===== src/rtl/prog_sequencer.sv =====
// Program-level controller for the instruction-fetch unit: arms on Start, launches on its release,
// loads the program base address, runs until Halt, and counts RUN cycles per program.
module prog_sequencer #(
    parameter int              NUM_PROGS = 3,
    parameter int              PC_W      = 10,
    parameter int              CNT_W     = 16,
    parameter logic [PC_W-1:0] BASE0     = 10'h000,
    parameter logic [PC_W-1:0] BASE1     = 10'h100,
    parameter logic [PC_W-1:0] BASE2     = 10'h200,
    parameter logic [PC_W-1:0] BASE3     = 10'h300
) (
    input  logic             Clk,
    input  logic             Reset,
    input  logic             Start,
    input  logic             Halt,
    output logic             FetchHold,
    output logic             FetchLoad,
    output logic [PC_W-1:0]  LoadTarget,
    output logic [1:0]       ProgNum,
    output logic             Busy,
    output logic             Done,
    output logic [CNT_W-1:0] CycleCount
);

    typedef enum logic [2:0] {
        S_IDLE  = 3'd0,
        S_ARMED = 3'd1,
        S_LOAD  = 3'd2,
        S_RUN   = 3'd3,
        S_DONE  = 3'd4
    } state_t;

    localparam logic [1:0] LAST_PROG = 2'(NUM_PROGS - 1);

    state_t           state_q, state_d;
    logic [1:0]       prog_q, prog_d;
    logic [CNT_W-1:0] cnt_q, cnt_d;

    always_comb begin
        // NOTE: every signal gets a default before the case so no path leaves it unassigned (no latch).
        state_d = state_q;
        prog_d  = prog_q;
        cnt_d   = cnt_q;
        unique case (state_q)
            S_IDLE: begin
                if (Start) state_d = S_ARMED;
            end
            S_ARMED: begin
                if (!Start) begin
                    state_d = S_LOAD;
                    cnt_d   = '0;
                end
            end
            S_LOAD: begin
                state_d = S_RUN;
            end
            S_RUN: begin
                if (cnt_q != '1) cnt_d = cnt_q + CNT_W'(1);
                // Start outranks Halt: an abort restarts the same program.
                if (Start) begin
                    state_d = S_ARMED;
                end else if (Halt) begin
                    state_d = S_DONE;
                    prog_d  = (prog_q == LAST_PROG) ? 2'd0 : prog_q + 2'd1;
                end
            end
            S_DONE: begin
                if (Start) state_d = S_ARMED;
            end
            default: begin
                state_d = S_IDLE;
            end
        endcase
    end

    always_ff @(posedge Clk or negedge Reset) begin
        if (!Reset) begin
            state_q <= S_IDLE;
            prog_q  <= 2'd0;
            cnt_q   <= '0;
        end else begin
            // NOTE: sequential state uses non-blocking assignments so all flops update from pre-edge values.
            state_q <= state_d;
            prog_q  <= prog_d;
            cnt_q   <= cnt_d;
        end
    end

    // Every output is decoded from registers only; nothing combinational from Start or Halt.
    always_comb begin
        LoadTarget = BASE0;
        unique case (prog_q)
            2'd0: LoadTarget = BASE0;
            2'd1: LoadTarget = BASE1;
            2'd2: LoadTarget = BASE2;
            2'd3: LoadTarget = BASE3;
            default: LoadTarget = BASE0;
        endcase
    end

    assign FetchHold  = (state_q == S_IDLE) || (state_q == S_ARMED) || (state_q == S_DONE);
    assign FetchLoad  = (state_q == S_LOAD);
    assign Busy       = (state_q == S_LOAD) || (state_q == S_RUN);
    assign Done       = (state_q == S_DONE);
    assign ProgNum    = prog_q;
    assign CycleCount = cnt_q;

endmodule


===== config.mk =====
export PLATFORM = sky130hd
export DESIGN_NAME = prog_sequencer
export DESIGN_NICKNAME = d
export VERILOG_FILES = /design/src/rtl/prog_sequencer.sv
export SDC_FILE = /design/constraint.sdc
export NUM_CORES = 1
export LEC_CHECK = 0
export BUFFER_PORTS_ARGS = -buffer_cell sky130_fd_sc_hd__buf_2
export CAP_MARGIN = 20
export CORE_MARGIN = 4
export CORE_UTILIZATION = 46
export CTS_CLUSTER_SIZE = 14
export DETAILED_ROUTE_END_ITERATION = 7
export GPL_TIMING_DRIVEN = 0
export PLACE_DENSITY = 0.73
export SLEW_MARGIN = 25
export SYNTH_ARGS = -nofsm -noshare
export SYNTH_HDL_FRONTEND = slang
export SYNTH_SLANG_ARGS = --single-unit

===== constraint.sdc =====
create_clock -name Clk -period 1.55 [get_ports Clk]
set_input_delay 0.155 -clock Clk [delete_from_list [all_inputs] [get_ports Clk]]
set_output_delay 0.155 -clock Clk [all_outputs]
set_load 0.1 [all_outputs]

==> results.yml, run 1 <==
outcome:
  outcome: "complete, but fails checks"
  violations: "setup timing"
logic_synthesis:
  synth_seq_cells: 21
  ys_seq_area_share_pct: 41.34
  synth_cells: 146
  ys_types: 33
  syn_avg_cell_area_um2: 8.707
  ys_warn_count: 0
  yosys_most_used_dff: "dfrtp_1"
  synth_edf_count: 0
  synth.cell_area_mm2: 0.001271
  async_flop_share_pct: 100.0
cells_and_area:
  fillCellCount: 182
  fin_nets: 213
  syn_to_final_growth_pct: 53.94
  drive_gt1_share_pct: 57.97
  diodes: 0
  mostFrequentLayoutCells: "30 x buf_4, 23 x buf_2, 14 x dfrtp_4"
  final_common_cell: "buf_4"
  stdcell_count: 237
power_and_ir_drop:
  power_density_mw_per_mm2: 2097
  p_leak_nw: 0.8938
  peakVddDrop_uv: 2250
sta:
  setup_tns_ns: -0.4927
  min_period_ns: 1.655
  setup_viol: 9
  fmax_mhz: 604.2
  min_period_over_period_pct: 106.8
  rsz0062_at_grt: "true"
  finalMaxSlewViolations: 0
  finClkSkew_ns: 0.003943
  hold_viol: 0
  final.setup.worst_slack_ns: -0.1051
setup_path:
  crit_fanout: 7
  cp.required_ns: 1.76
  cp-start-kind: "flip-flop"
  cp-end-kind: "flip-flop"
  worstPathArrival_ns: 1.87
  critical_path_class: "reg -> reg"
floorplan:
  die_y_um: 60.57
  coreArea_mm2: 0.002545
  dieArea_mm2: 0.003669
  die_w_um: 60.57
  initial_core_util_pct: 49.95
  io_pins: 36
  rows: 18
place:
  dp.cells: 210
  place_congestion: 0.8154
  numPortBuffers: 27
  dp_hpwl_um: 2196
route:
  dr.pass1.iters: 4
  totalWireLength_um: 3850
  viasPerCell: 5.789
  wl_per_cell_um: 16.24
  drtIter0Drc: 86
  drc_errors: 0
  vias: 1372
  ant_nets: 0
clocking:
  clock-sinks: 21
  clkSlewWorstSetupHoldPaths_ns: 0.12
  ctsLongestPathBuffers: 2
  cts_tree: "done"
  cts_buffers: 3
  worstSkewPairLatency_ns: 0.31
  root_buffer: "clkbuf_4"
  cts-htree-levels: 1
grt:
  grtUsageTotal_pct: 20.00
  grt_max_degree: 22
  grt_pass1_wl_um: 5616
  antenna_found_initial: 0
  gr-total-overflow: 0
  grt_pass1_vias: 1196
worst_hold_path:
  hp-class: "in -> reg"
flow_run:
  maxCapViolCount: 0
[critical path, stage by stage (launching register included)]
cell and delay (ns):
dfrtp_4 0.45, ha_4 0.17, nand4_1 0.19, nor4_4 0.26, a31oi_4 0.20, mux2_2 0.29
[worst paths after layout]
| kind | start | end | slack, ns | cells past startpoint |
|---|---|---|---|---|
| max in group asynchronous | Reset | CycleCount[11]$_DFFE_PN0P_ | 0.87 | 2 |
| max | CycleCount[1]$_DFFE_PN0P_ | CycleCount[0]$_DFFE_PN0P_ | -0.11 | 5 |
| max reg2reg | CycleCount[1]$_DFFE_PN0P_ | CycleCount[0]$_DFFE_PN0P_ | -0.11 | 5 |
| min | Start | state_q[2]$_DFFE_PN0P_ | 0.03 | 2 |
| min reg2reg | state_q[2]$_DFFE_PN0P_ | state_q[1]$_DFFE_PN0P_ | 0.52 | 1 |
| min in group asynchronous | Reset | CycleCount[1]$_DFFE_PN0P_ | 0.32 | 2 |
[stage by stage]
stage	power, mW	setup slack, ns	instance area, um2	util, %	hold slack [ns]
3_5_place_dp	3.344	-0.1346	1604	63.03	0.1420
5_1_grt	4.279	-0.1707	1957	76.89	0.01206
2_1_floorplan	2.977	-0.2434	1431	-	-0.1406
3_3_place_gp	3.315	-0.09893	1604	63.03	0.1304
6_report	4.103	-0.1051	1957	76.89	0.03254
4_1_cts	3.817	-0.1023	1775	69.76	0.02941
[synth_stat cells (2+ instances only)]
library cell | count | share of area [%]
nand4_1 | 9 | 4.4
mux2_2 | 2 | 1.8
clkbuf_1 | 3 | 0.89
and2_1 | 2 | 0.98
and3_2 | 2 | 1.2
nor2_1 | 15 | 4.4
o21ai_0 | 22 | 8.7
nand2_1 | 11 | 3.2
a31oi_1 | 8 | 3.9
nand3_1 | 4 | 1.6
buf_4 | 9 | 5.3
dfrtp_1 | 21 | 41
o21ai_1 | 2 | 0.79
a21oi_1 | 12 | 4.7
inv_1 | 5 | 1.5
nand3_2 | 2 | 1.6
[layer usage]
layer / vias up / track usage (%) / part of all wire, %
met5: - / 0 / 0
met4: 0 / 5.573 / 2.3
met3: 12 / 2.766 / 5.8
met2: 52 / 35.11 / 54
met1: 670 / 25.63 / 38
li1: 638 / - / -
[power by group]
part	leakage, nW	switching [mW]	internal [mW]	total, mW
clock network	0.0150	0.173	0.101	0.273
logic	0.633	2.08	0.787	2.87
registers	0.246	0.222	0.741	0.963
[cell type report]
class	count	area [um2]	area share [%]
Sequential cell	21	585.6	29.92
Timing Repair Buffer	51	364.1	18.61
Multi-Input combinational cell	111	792.0	40.47
Buffer	14	126.4	6.458
Clock buffer	4	26.28	1.343
Inverter	6	25.02	1.279
Tap cell	30	37.54	1.918
[registers in the layout, indices dropped and copies added (netlist names)]
| name | flops |
|---|---|
| CycleCount | 16 |
| ProgNum | 2 |
| state_q | 3 |
[timing repair]
action	CTS	global route
setup endpoints to repair	14	20
hold buffers	1	0
resized for setup	13	28
hold endpoints to repair	21	0
buffers inserted	11	12
pin swaps	8	11
[cells by family (layout without fill, tap and decap cells)]
| kind of cell | after synthesis | after routing | share of synthesized area, % |
|---|---|---|---|
| DFF | 21 | 21 | 41.34 |
| and+or+nand+nor | 52 | 52 | 22.74 |
| other | 1 | 8 | 0.2950 |
| AOI/OAI and AO/OA | 48 | 48 | 21.16 |
| muxes | 2 | 2 | 1.772 |
| buffers and inverters | 21 | 75 | 11.71 |
| adders and majority gates | 1 | 1 | 0.9841 |
Power figures use the tool's default switching activity.
==> inputs of run 2 (changes only) <==
--- a/config.mk
+++ b/config.mk
@@ -5,10 +5,11 @@
 export SDC_FILE = /design/constraint.sdc
 export NUM_CORES = 1
 export LEC_CHECK = 0
+export ABC_AREA = 1
 export BUFFER_PORTS_ARGS = -buffer_cell sky130_fd_sc_hd__buf_2
 export CAP_MARGIN = 20
 export CORE_MARGIN = 4
-export CORE_UTILIZATION = 46
+export CORE_UTILIZATION = 47
 export CTS_CLUSTER_SIZE = 14
 export DETAILED_ROUTE_END_ITERATION = 7
 export GPL_TIMING_DRIVEN = 0
==> run 2 against run 1 <==
  * The flow now finishes without violations
  * Clock power up 5%
  * Clock-buffer cell count did not move
  * Global-route usage fell by 1.3 points
  * Synthesized cell count rose by 32%
  * Critical endpoint is now CycleCount[8]$_DFFE_PN0P_
  * Largest cell class unchanged
==> results.yml, run 2 <==
outcome:
  outcome: "finished, final reports clean"
sta:
  hold_viol: 0
  min_period_ns: 1.519
  min_period_over_period_pct: 98.01
  final.setup.worst_slack_ns: 0.03087
  setup_viol: 0
  rsz0062_at_grt: "true"
  holdWs_ns: 0.1806
  finClkSkew_ns: 0.01394
  finalMaxSlewViolations: 0
  fmax_mhz: 658.3
worst_hold_path:
  hp-class: "in -> reg"
  min-delay-start: "Halt"
  min_to: "state_q[1]$_DFFE_PN0P_"
  whs_path_depth: 3
logic_synthesis:
  synth_top_cell_area_share_pct: 39.03
  ys_top_cells_by_area: "dfrtp_1 39%, nand2_1 15%, nor2_1 6.7%"
  async_flop_share_pct: 100.0
  synthTopCellsByCount: "54 x nand2_1, 24 x nor2_1, 21 x dfrtp_1, 19 x inv_1, 16 x o21ai_0"
  yosys_most_used_dff: "dfrtp_1"
  ys_types: 26
  ys_warn_count: 0
  synth_cells: 192
  synth_seq_cells: 21
  yosys.area.top_type: "dfrtp_1"
  synth_edf_count: 0
  synth.cell_area_mm2: 0.001346
  ys_seq_area_share_pct: 39.03
  syn_avg_cell_area_um2: 7.012
  synth.most_common_cell: "nand2_1"
floorplan:
  initial_core_util_pct: 48.82
  dieArea_mm2: 0.003785
  rows: 19
  coreArea_mm2: 0.002758
  io_pins: 36
  die_w_um: 61.52
  die_y_um: 61.52
power_and_ir_drop:
  power_density_mw_per_mm2: 1618
  total_power_mw: 2.926
  peakVddDrop_uv: 2004
  p_leak_nw: 0.8486
place:
  place_ws_ns: -0.07702
  numPortBuffers: 27
  dp_hpwl_um: 2330
  place_congestion: 0.8735
  place_area_mm2: 0.001630
cells_and_area:
  fin_nets: 244
  mostFrequentLayoutCells: "42 x nand2_1, 23 x buf_2, 21 x nor2_1"
  drive_gt1_share_pct: 42.02
  largest_reg_flops: 16
  diodes: 0
  finalInstanceArea_mm2: 0.001808
  fin_util_pct: 65.56
  final_common_cell: "nand2_1"
  fillCellCount: 257
  syn_to_final_growth_pct: 34.29
grt:
  grt_pass1_vias: 1197
  grt_max_degree: 22
  gr-total-overflow: 0
  antenna_found_initial: 0
  grt_pass1_wl_um: 5250
  grtUsageTotal_pct: 18.69
setup_path:
  r2r-start: "CycleCount[1]$_DFFE_PN0P_"
  slowest_delay_ns: 0.45
  critical_path_class: "reg -> reg"
  cp-start-kind: "flip-flop"
  crit_fanout: 5
  cp_slowest_cell: "dfrtp_4"
  rr_worst_depth: 10
  cp-end-kind: "flip-flop"
  rr_endpoint: "CycleCount[8]$_DFFE_PN0P_"
  cp.required_ns: 1.80
  rrSetupSlack_ns: 0.03
  crit_chain: "ha_4 > nand2_4 > nor2_4 > nand2_2 > nor2_2 > nand2_2 > nand2_4 > buf_6 > nand2_2 > o21ai_1"
  worstPathArrival_ns: 1.76
  crit_path_frequent_cell: "nand2_2"
route:
  dr.pass1.iters: 4
  wl_per_cell_um: 12.21
  totalWireLength_um: 3285
  ant_nets: 0
  viasPerCell: 4.941
  drtIter0Drc: 51
  vias: 1329
  drc_errors: 0
clocking:
  clkSlewWorstSetupHoldPaths_ns: 0.14
  ctsLongestPathBuffers: 2
  clock-sinks: 21
  root_buffer: "clkbuf_4"
  cts_tree: "done"
  cts_buffers: 3
  worstSkewPairLatency_ns: 0.32
  cts-htree-levels: 1
flow_run:
  maxCapViolCount: 0
-- run 2: cells by family (layout without fill, tap and decap cells) --
family                   after synthesis  count (layout)  share of synthesized area, %
buffers and inverters                 32              71                         11.80
flip-flops                            21              21                         39.03
adder cells (fa/ha/maj)                1               1                        0.9292
AND/OR/NAND/NOR                      104             104                         32.81
AO/OA/AOI/OAI                         27              27                         11.25
other                                  1               8                        0.2785
XOR/XNOR                               6               6                         3.903
-- run 2: cell type report --
cell class / count / area (um2) / area share, %
Multi-Input combinational cell: 146 / 789.5 / 43.67
Inverter: 20 / 75.07 / 4.152
Sequential cell: 21 / 561.8 / 31.07
Clock buffer: 4 / 26.28 / 1.453
Tap cell: 31 / 38.79 / 2.145
Buffer: 12 / 88.84 / 4.914
Timing Repair Buffer: 35 / 227.7 / 12.60
-- run 2: power by group --
part | switching, mW | internal, mW | total (mW)
logic | 1.42 | 0.480 | 1.90
clock network | 0.188 | 0.101 | 0.288
registers | 0.104 | 0.634 | 0.738
total | 1.71 | 1.22 | 2.93
-- run 2: routing by layer --
metal	share of wire (%)	wire length, um	global-route usage (%)	vias to the layer above
li1	-	-	-	685
met5	0	0	0	-
met3	5.6	183	2.306	5
met2	47	1553	30.94	34
met4	1.2	38	7.273	0
met1	46	1509	24.68	605
-- run 2: worst max-delay path by stage --
stage	startpoint	cells past startpoint	to
after floorplan	state_q[0]$_DFFE_PN0P_	1	Done
after global placement	state_q[2]$_DFFE_PN0P_	7	ProgNum[0]$_DFFE_PN0P_
after detailed placement	state_q[2]$_DFFE_PN0P_	7	ProgNum[0]$_DFFE_PN0P_
after CTS	CycleCount[0]$_DFFE_PN0P_	10	CycleCount[2]$_DFFE_PN0P_
after global routing	state_q[0]$_DFFE_PN0P_	7	CycleCount[3]$_DFFE_PN0P_
final	CycleCount[1]$_DFFE_PN0P_	10	CycleCount[8]$_DFFE_PN0P_
-- run 2: timing repair --
item / in CTS / in global routing
hold endpoints to repair: 21 / 0
endpoints found under the setup margin: 22 / 19
buffers inserted: 4 / 2
pin swaps: 2 / 6
hold buffers: 1 / 0
resized for setup: 11 / 20
gates cloned: 1 / 0
-- run 2: metrics by stage --
stage	std cells	setup TNS (ns)
2_1_floorplan	199	-1.618
3_3_place_gp	257	-0.1850
3_5_place_dp	257	-0.4817
4_1_cts	267	0
5_1_grt	269	-0.5005
6_report	269	0
-- run 2: worst max-delay path, delay by kind of cell, from the launching register on --
family                   cells  cell delay, ns
adder cells (fa/ha/maj)      1            0.16
AND/OR/NAND/NOR              7            0.63
flip-flops                   1            0.45
buffers and inverters        1            0.13
AO/OA/AOI/OAI                1            0.06
